$ cat src/rtl/perfmon_pkg.sv
// Shared types and encodings for the W-stage performance monitor.
package perfmon_pkg;

    typedef enum logic {
        IDLE  = 1'b0,
        COUNT = 1'b1
    } pm_state_t;

    localparam logic [5:0] OP_PM_CYC = 6'b111111;
    localparam logic [5:0] OP_PM_INS = 6'b111110;

    localparam logic PM_CYC = 1'b1;
    localparam logic PM_INS = 1'b0;

endpackage

$ cat src/rtl/pm_sat_counter.sv
// Saturating up-counter; sat pulses when an increment is attempted at the maximum value.
module pm_sat_counter #(
    parameter int CNT_W = 32
) (
    input  logic             clk,
    input  logic             reset,
    input  logic             clr,
    input  logic             inc,
    output logic [CNT_W-1:0] count,
    output logic             sat
);

    localparam logic [CNT_W-1:0] CNT_MAX = '1;

    logic at_max;

    assign at_max = (count == CNT_MAX);
    assign sat    = inc && !clr && at_max;

    // Clear wins over increment; at the maximum the value simply holds.
    always_ff @(posedge clk) begin
        if (!reset) begin
            count <= '0;
        end else if (clr) begin
            count <= '0;
        end else if (inc && !at_max) begin
            count <= count + 1'b1;
        end
    end

endmodule

$ cat src/rtl/perfmon_unit.sv
// Perfmon FSM: arms a cycle/instruction counter on one perfmon instruction and
// returns the count through the writeback mux on the next.
module perfmon_unit
    import perfmon_pkg::*;
#(
    parameter int CNT_W = 32
) (
    input  logic             clk,
    input  logic             reset,
    input  logic             perfmon_enW,
    input  logic             perfmon_typeW,
    input  logic             instr_retW,
    output logic             pm_wb_sel,
    output logic [CNT_W-1:0] pm_wb_data,
    output logic             pm_busy,
    output logic             pm_mode,
    output logic             pm_ovf
);

    pm_state_t        state;
    pm_state_t        next_state;
    logic             cnt_clr;
    logic             cnt_inc;
    logic             cnt_sat;
    logic [CNT_W-1:0] count;

    pm_sat_counter #(.CNT_W(CNT_W)) u_counter (
        .clk   (clk),
        .reset (reset),
        .clr   (cnt_clr),
        .inc   (cnt_inc),
        .count (count),
        .sat   (cnt_sat)
    );

    always_ff @(posedge clk) begin
        if (!reset) begin
            state <= IDLE;
        end else begin
            state <= next_state;
        end
    end

    // A matching type stops the measurement; a differing type restarts it in place.
    always_comb begin
        next_state = state;
        case (state)
            IDLE:    if (perfmon_enW) next_state = COUNT;
            COUNT:   if (perfmon_enW && (perfmon_typeW == pm_mode)) next_state = IDLE;
            default: next_state = IDLE;
        endcase
    end

    // Start/stop cycles are never counted, so increments only happen with no perfmon in W.
    always_comb begin
        pm_wb_sel  = perfmon_enW;
        pm_wb_data = '0;
        cnt_clr    = 1'b0;
        cnt_inc    = 1'b0;
        if (state == COUNT) begin
            if (perfmon_enW) begin
                pm_wb_data = count;
                cnt_clr    = (perfmon_typeW != pm_mode);
            end else begin
                cnt_inc = (pm_mode == PM_CYC) || instr_retW;
            end
        end else begin
            cnt_clr = perfmon_enW;
        end
    end

    always_ff @(posedge clk) begin
        if (!reset) begin
            pm_mode <= PM_INS;
            pm_ovf  <= 1'b0;
        end else if (cnt_clr) begin
            pm_mode <= perfmon_typeW;
            pm_ovf  <= 1'b0;
        end else if (cnt_sat) begin
            pm_ovf  <= 1'b1;
        end
    end

    assign pm_busy = (state == COUNT);

endmodule

$ cat config.mk
export PLATFORM = sky130hd
export DESIGN_NAME = perfmon_unit
export DESIGN_NICKNAME = d
export VERILOG_FILES = /design/src/rtl/perfmon_pkg.sv /design/src/rtl/pm_sat_counter.sv /design/src/rtl/perfmon_unit.sv
export SDC_FILE = /design/constraint.sdc
export NUM_CORES = 1
export LEC_CHECK = 0
export ABC_AREA = 1
export CORE_MARGIN = 3
export CORE_UTILIZATION = 54
export DETAILED_ROUTE_END_ITERATION = 7
export GPL_ROUTABILITY_DRIVEN = 0
export HOLD_SLACK_MARGIN = 0.02
export PLACE_DENSITY = 0.81
export SETUP_SLACK_MARGIN = 0.4
export SKIP_CTS_REPAIR_TIMING = 1
export SLEW_MARGIN = 0
export SYNTH_ARGS = -nofsm -noshare
export SYNTH_HDL_FRONTEND = slang
export SYNTH_SLANG_ARGS = --single-unit
$ cat constraint.sdc
create_clock -name clk -period 1.9 [get_ports clk]
set_clock_uncertainty 0.1 [all_clocks]
set_input_delay 0.19 -clock clk [delete_from_list [all_inputs] [get_ports clk]]
set_output_delay 0.19 -clock clk [all_outputs]
set_load 0.05 [all_outputs]
==> reports/results.ini, run 1 <==
[outcome]
status = stopped before the end
haltStage = global routing
error = [ERROR DPL-0038] Utilization greater than 100%, impossible to legalize

[clock_tree]
cts_sinks = 35
root_buffer = clkbuf_8
cts_buffers = 5
cts_max_level = 2
clockBufferDepth = 2

[logic_synthesis]
synth_nets = 403
synthCells = 397
yosysWarnings = 0
seq_area_frac_synth = 0.282
ys_seq_elements = 35
syn_area_per_cell_um2 = 6.27
netlist_area_um2 = 2490
synth_cell_types = 33

[floorplanning]
start_util = 0.563
dieHeight_um = 73.9
io_pins = 41
fp.dieW_um = 73.9
std_cell_rows = 24

[sta]
endpoint_type = register data pin
worst_endpoint = u_counter.count[10]$_SDFFE_PP0P_/D

[global_route]
grt_max_degree = 24

[placed_design]
dp_hpwl_um = 6010
portBuffers = 40

==> through the flow <==
step / cells / area (um^2) / utilization / hold WS [ns] / setup slack, ns
2_1_floorplan: 397 / 2900 / - / 0.216 / 0.289
4_1_cts: 504 / 3860 / 0.875 / 0.378 / 0.0832
3_3_place_gp: 497 / 3790 / 0.858 / 0.350 / 0.0856
3_5_place_dp: 497 / 3790 / 0.858 / 0.362 / 0.0118
==> kinds of logic after synthesis <==
kind of cell	synth area share
simple gates	0.551
buf+inv	0.0890
flops	0.282
compound gates	0.0488
xor+xnor	0.0246
fa+ha+maj	0.00503
==> cells in the mapped netlist, drive strengths merged <==
library cell  number  share of area
clkinv             1         0.0015
a31oi              1         0.0025
ha                 1         0.0050
a21oi             16          0.032
o21ai              4         0.0080
dfxtp             35           0.28
nand4             10          0.035
nor3              23          0.046
nand3             26          0.064
nand3b             3          0.014
clkbuf             3         0.0045
dlygate4sd1        1         0.0035
nor2             100           0.19
nand2            116           0.19
inv               36          0.054
o21a               1         0.0030
a21boi             1         0.0030
buf                9          0.025
xor2               6          0.021
and3               1         0.0025
xnor2              1         0.0035
and2               2         0.0050
==> inputs of run 2 (changes only) <==
--- a/config.mk
+++ b/config.mk
@@ -7,12 +7,10 @@
 export LEC_CHECK = 0
 export ABC_AREA = 1
 export CORE_MARGIN = 3
-export CORE_UTILIZATION = 54
+export CORE_UTILIZATION = 40
 export DETAILED_ROUTE_END_ITERATION = 7
 export GPL_ROUTABILITY_DRIVEN = 0
-export HOLD_SLACK_MARGIN = 0.02
-export PLACE_DENSITY = 0.81
-export SETUP_SLACK_MARGIN = 0.4
+export PLACE_DENSITY_LB_ADDON = 0.15
 export SKIP_CTS_REPAIR_TIMING = 1
 export SLEW_MARGIN = 0
 export SYNTH_ARGS = -nofsm -noshare
==> reports/results.ini, run 2 <==
[outcome]
status = finished clean

[logic_synthesis]
yosysWarnings = 0  ; unchanged
synth_nets = 403  ; unchanged
async_flop_share = 0  ; unchanged
yosys.area.top_type = dfxtp_1
synthTopCellsByArea = dfxtp_1 (28%), nand2_1 (16%), nor2_1 (12%)
synth_common_cells = nand2_1 (105), nor2_1 (82), dfxtp_1 (35), inv_1 (31), nor3_1 (23)
synth.most_common_cell = nand2_1
ys.flop_type = dfxtp_1
synthCells = 397  ; unchanged
synth_top_area_frac = 0.282  ; unchanged
synth_cell_types = 33  ; unchanged
netlist_area_um2 = 2490  ; unchanged
synth-edff-count = 0  ; unchanged
syn_area_per_cell_um2 = 6.27  ; unchanged
seq_area_frac_synth = 0.282  ; unchanged
ys_seq_elements = 35  ; unchanged

[global_route]
antenna_found_initial = 0
first_global_vias = 2576
grt_max_degree = 18
grt_pass1_wl_um = 12000
grtUsageTotal = 0.205
overflow = 0

[power_and_ir_drop]
comb_power_share = 0.099
seq_power_share = 0.492
total_leakage_power_nw = 1.36
power_switching_w = 0.000394
p_sw_frac = 0.261
clkPwrFrac = 0.409
powerDensity_nw_per_um2 = 430
p_int_w = 0.00112
ir_drop_mv = 0.263

[floorplanning]
placeableCoreArea_um2 = 5960
start_util = 0.418  ; -0.146
dieArea_um2 = 7200
dieHeight_um = 84.9  ; +15%
fp.dieW_um = 84.9  ; +15%
std_cell_rows = 28  ; +17%
io_pins = 41  ; unchanged

[sta]
hold_violations = 0
maxSlewViolCount = 0
post-route-period-util = 0.944
setup_viol = 0
finalCriticalPeriod_ns = 1.79
timing.slew.headroom = 0.668
holdWs_ns = 0.384
worst_pin_slew_ns = 0.497
rsz0062_at_grt = true
fmax_ghz = 0.558
tns_ns = 0

[setup_path]
crit_fanout = 4
crit_required_ns = 1.61
slowest_delay_ns = 0.83
endpoint_kind = primary output
cp.buffers_inverters = 1
start_kind = flop
crit_chain = clkdlybuf4s50_1
crit_type = reg2out
cpMaxStageDelayCell = clkdlybuf4s50_1
cp_top_family = buffers and inverters
cp_data_arrival_time_ns = 1.50

[final_layout]
n_fill_cell = 585
most-common-layout-cells = nand2_1 (105), nor2_1 (79), buf_4 (35)
drive_above_1_share = 0.291
area_delta_synth_final_pct = 41.3
largest_reg_flops = 32
nNetsFinal = 462
register_area_um2 = 703
multiInputGateArea_um2 = 1690
regMostFlops = u_counter.count
layout_commonest_cell = nand2_1
n_antenna_cell = 0

[clock_tree]
clk_latency_ns = 0.29
cts_max_level = 2  ; unchanged
cts_tree = built
cts_buffers = 5  ; unchanged
root_buffer = clkbuf_8
cts_sinks = 35  ; unchanged
clockBufferDepth = 2  ; unchanged
clk_pin_slew_ns = 0.08

[hold_path]
hold_class = reg2reg

[routing]
dr.pass1.iters = 4
viasPerCell = 4.99
drt_iter0_markers = 169
drc = 0
antenna_left = 0
wire_per_inst_um = 13.1
vias = 2657
drt-total-wl_um = 6960

[job]
drv_cap = 0

[placed_design]
dp_hpwl_um = 5480  ; -8.7%
portBuffers = 40  ; unchanged

==> run 2: cell counts after synthesis <==
Identical to the previous run, type by type.
==> run 2: path summary, 6_finish.rpt <==
path / startpoint / endpoint / slack (ns) / depth (start not counted)
max reg2reg: u_counter.count[0]$_SDFFE_PP0P_ / u_counter.count[10]$_SDFFE_PP0P_ / 0.12 / 9
max: pm_mode$_SDFFE_PN0P_ / pm_mode / 0.11 / 1
min reg2reg: pm_ovf$_SDFFE_PP0P_ / pm_ovf$_SDFFE_PP0P_ / 0.38 / 1
min: pm_ovf$_SDFFE_PP0P_ / pm_ovf$_SDFFE_PP0P_ / 0.38 / 1
==> run 2: worst register-to-register path: stages (launching register included) <==
cell	delay, ns
dfxtp_1	0.36
ha_1	0.19
nand2_1	0.09
nor2_4	0.14
buf_4	0.13
nand3_2	0.15
nor2_2	0.25
nand2_1	0.10
nor2_1	0.10
nor2_1	0.05
==> run 2: per-stage QoR <==
step	setup slack [ns]	instance area, um^2	instances	util	total power [W]
after floorplan	-0.0853	2600	397	-	0.000854
after global placement	0.0870	3410	524	0.572	0.000909
after detailed placement	0.0355	3410	524	0.572	0.000911
after CTS	0.0981	3510	532	0.589	0.00152
after global routing	-0.0435	3520	532	0.590	0.00157
final	0.107	3520	532	0.590	0.00151
==> run 2: power groups by stage <==
stage	clock network [W]	registers (W)	logic [W]
final	0.000618	0.000743	0.000149
after detailed placement	0	0.000760	0.000152
after global routing	0.000659	0.000743	0.000163
after floorplan	0	0.000770	0.0000840
after global placement	0	0.000760	0.000150
after CTS	0.000625	0.000742	0.000152
==> run 2: cells by family (layout without fill, tap and decap cells) <==
logic type,count (synthesis),after routing,share of synthesized area
adder cells (fa/ha/maj),1,1,0.00503
buffers and inverters,50,110,0.0890
flip-flops,35,35,0.282
XOR/XNOR,7,7,0.0246
AND/OR/NAND/NOR,281,281,0.551
AO/OA/AOI/OAI,23,23,0.0488
==> run 2: cell type report <==
class / count / share of cell area
sequential: 35 / 0.200
multi-input combinational: 312 / 0.480
tap: 75 / 0.0267
timing repair buffer: 65 / 0.226
inverter: 37 / 0.0395
clock buffer: 8 / 0.0285
==> run 2: metal layers <==
layer | vias to the layer above | global-route usage | wire [um]
li1 | 1374 | - | -
met1 | 1201 | 0.283 | 3250
met2 | 69 | 0.324 | 3180
met3 | 13 | 0.0456 | 412
met4 | 0 | 0.0547 | 115
met5 | - | 0 | 0
Power figures use the tool's default switching activity.
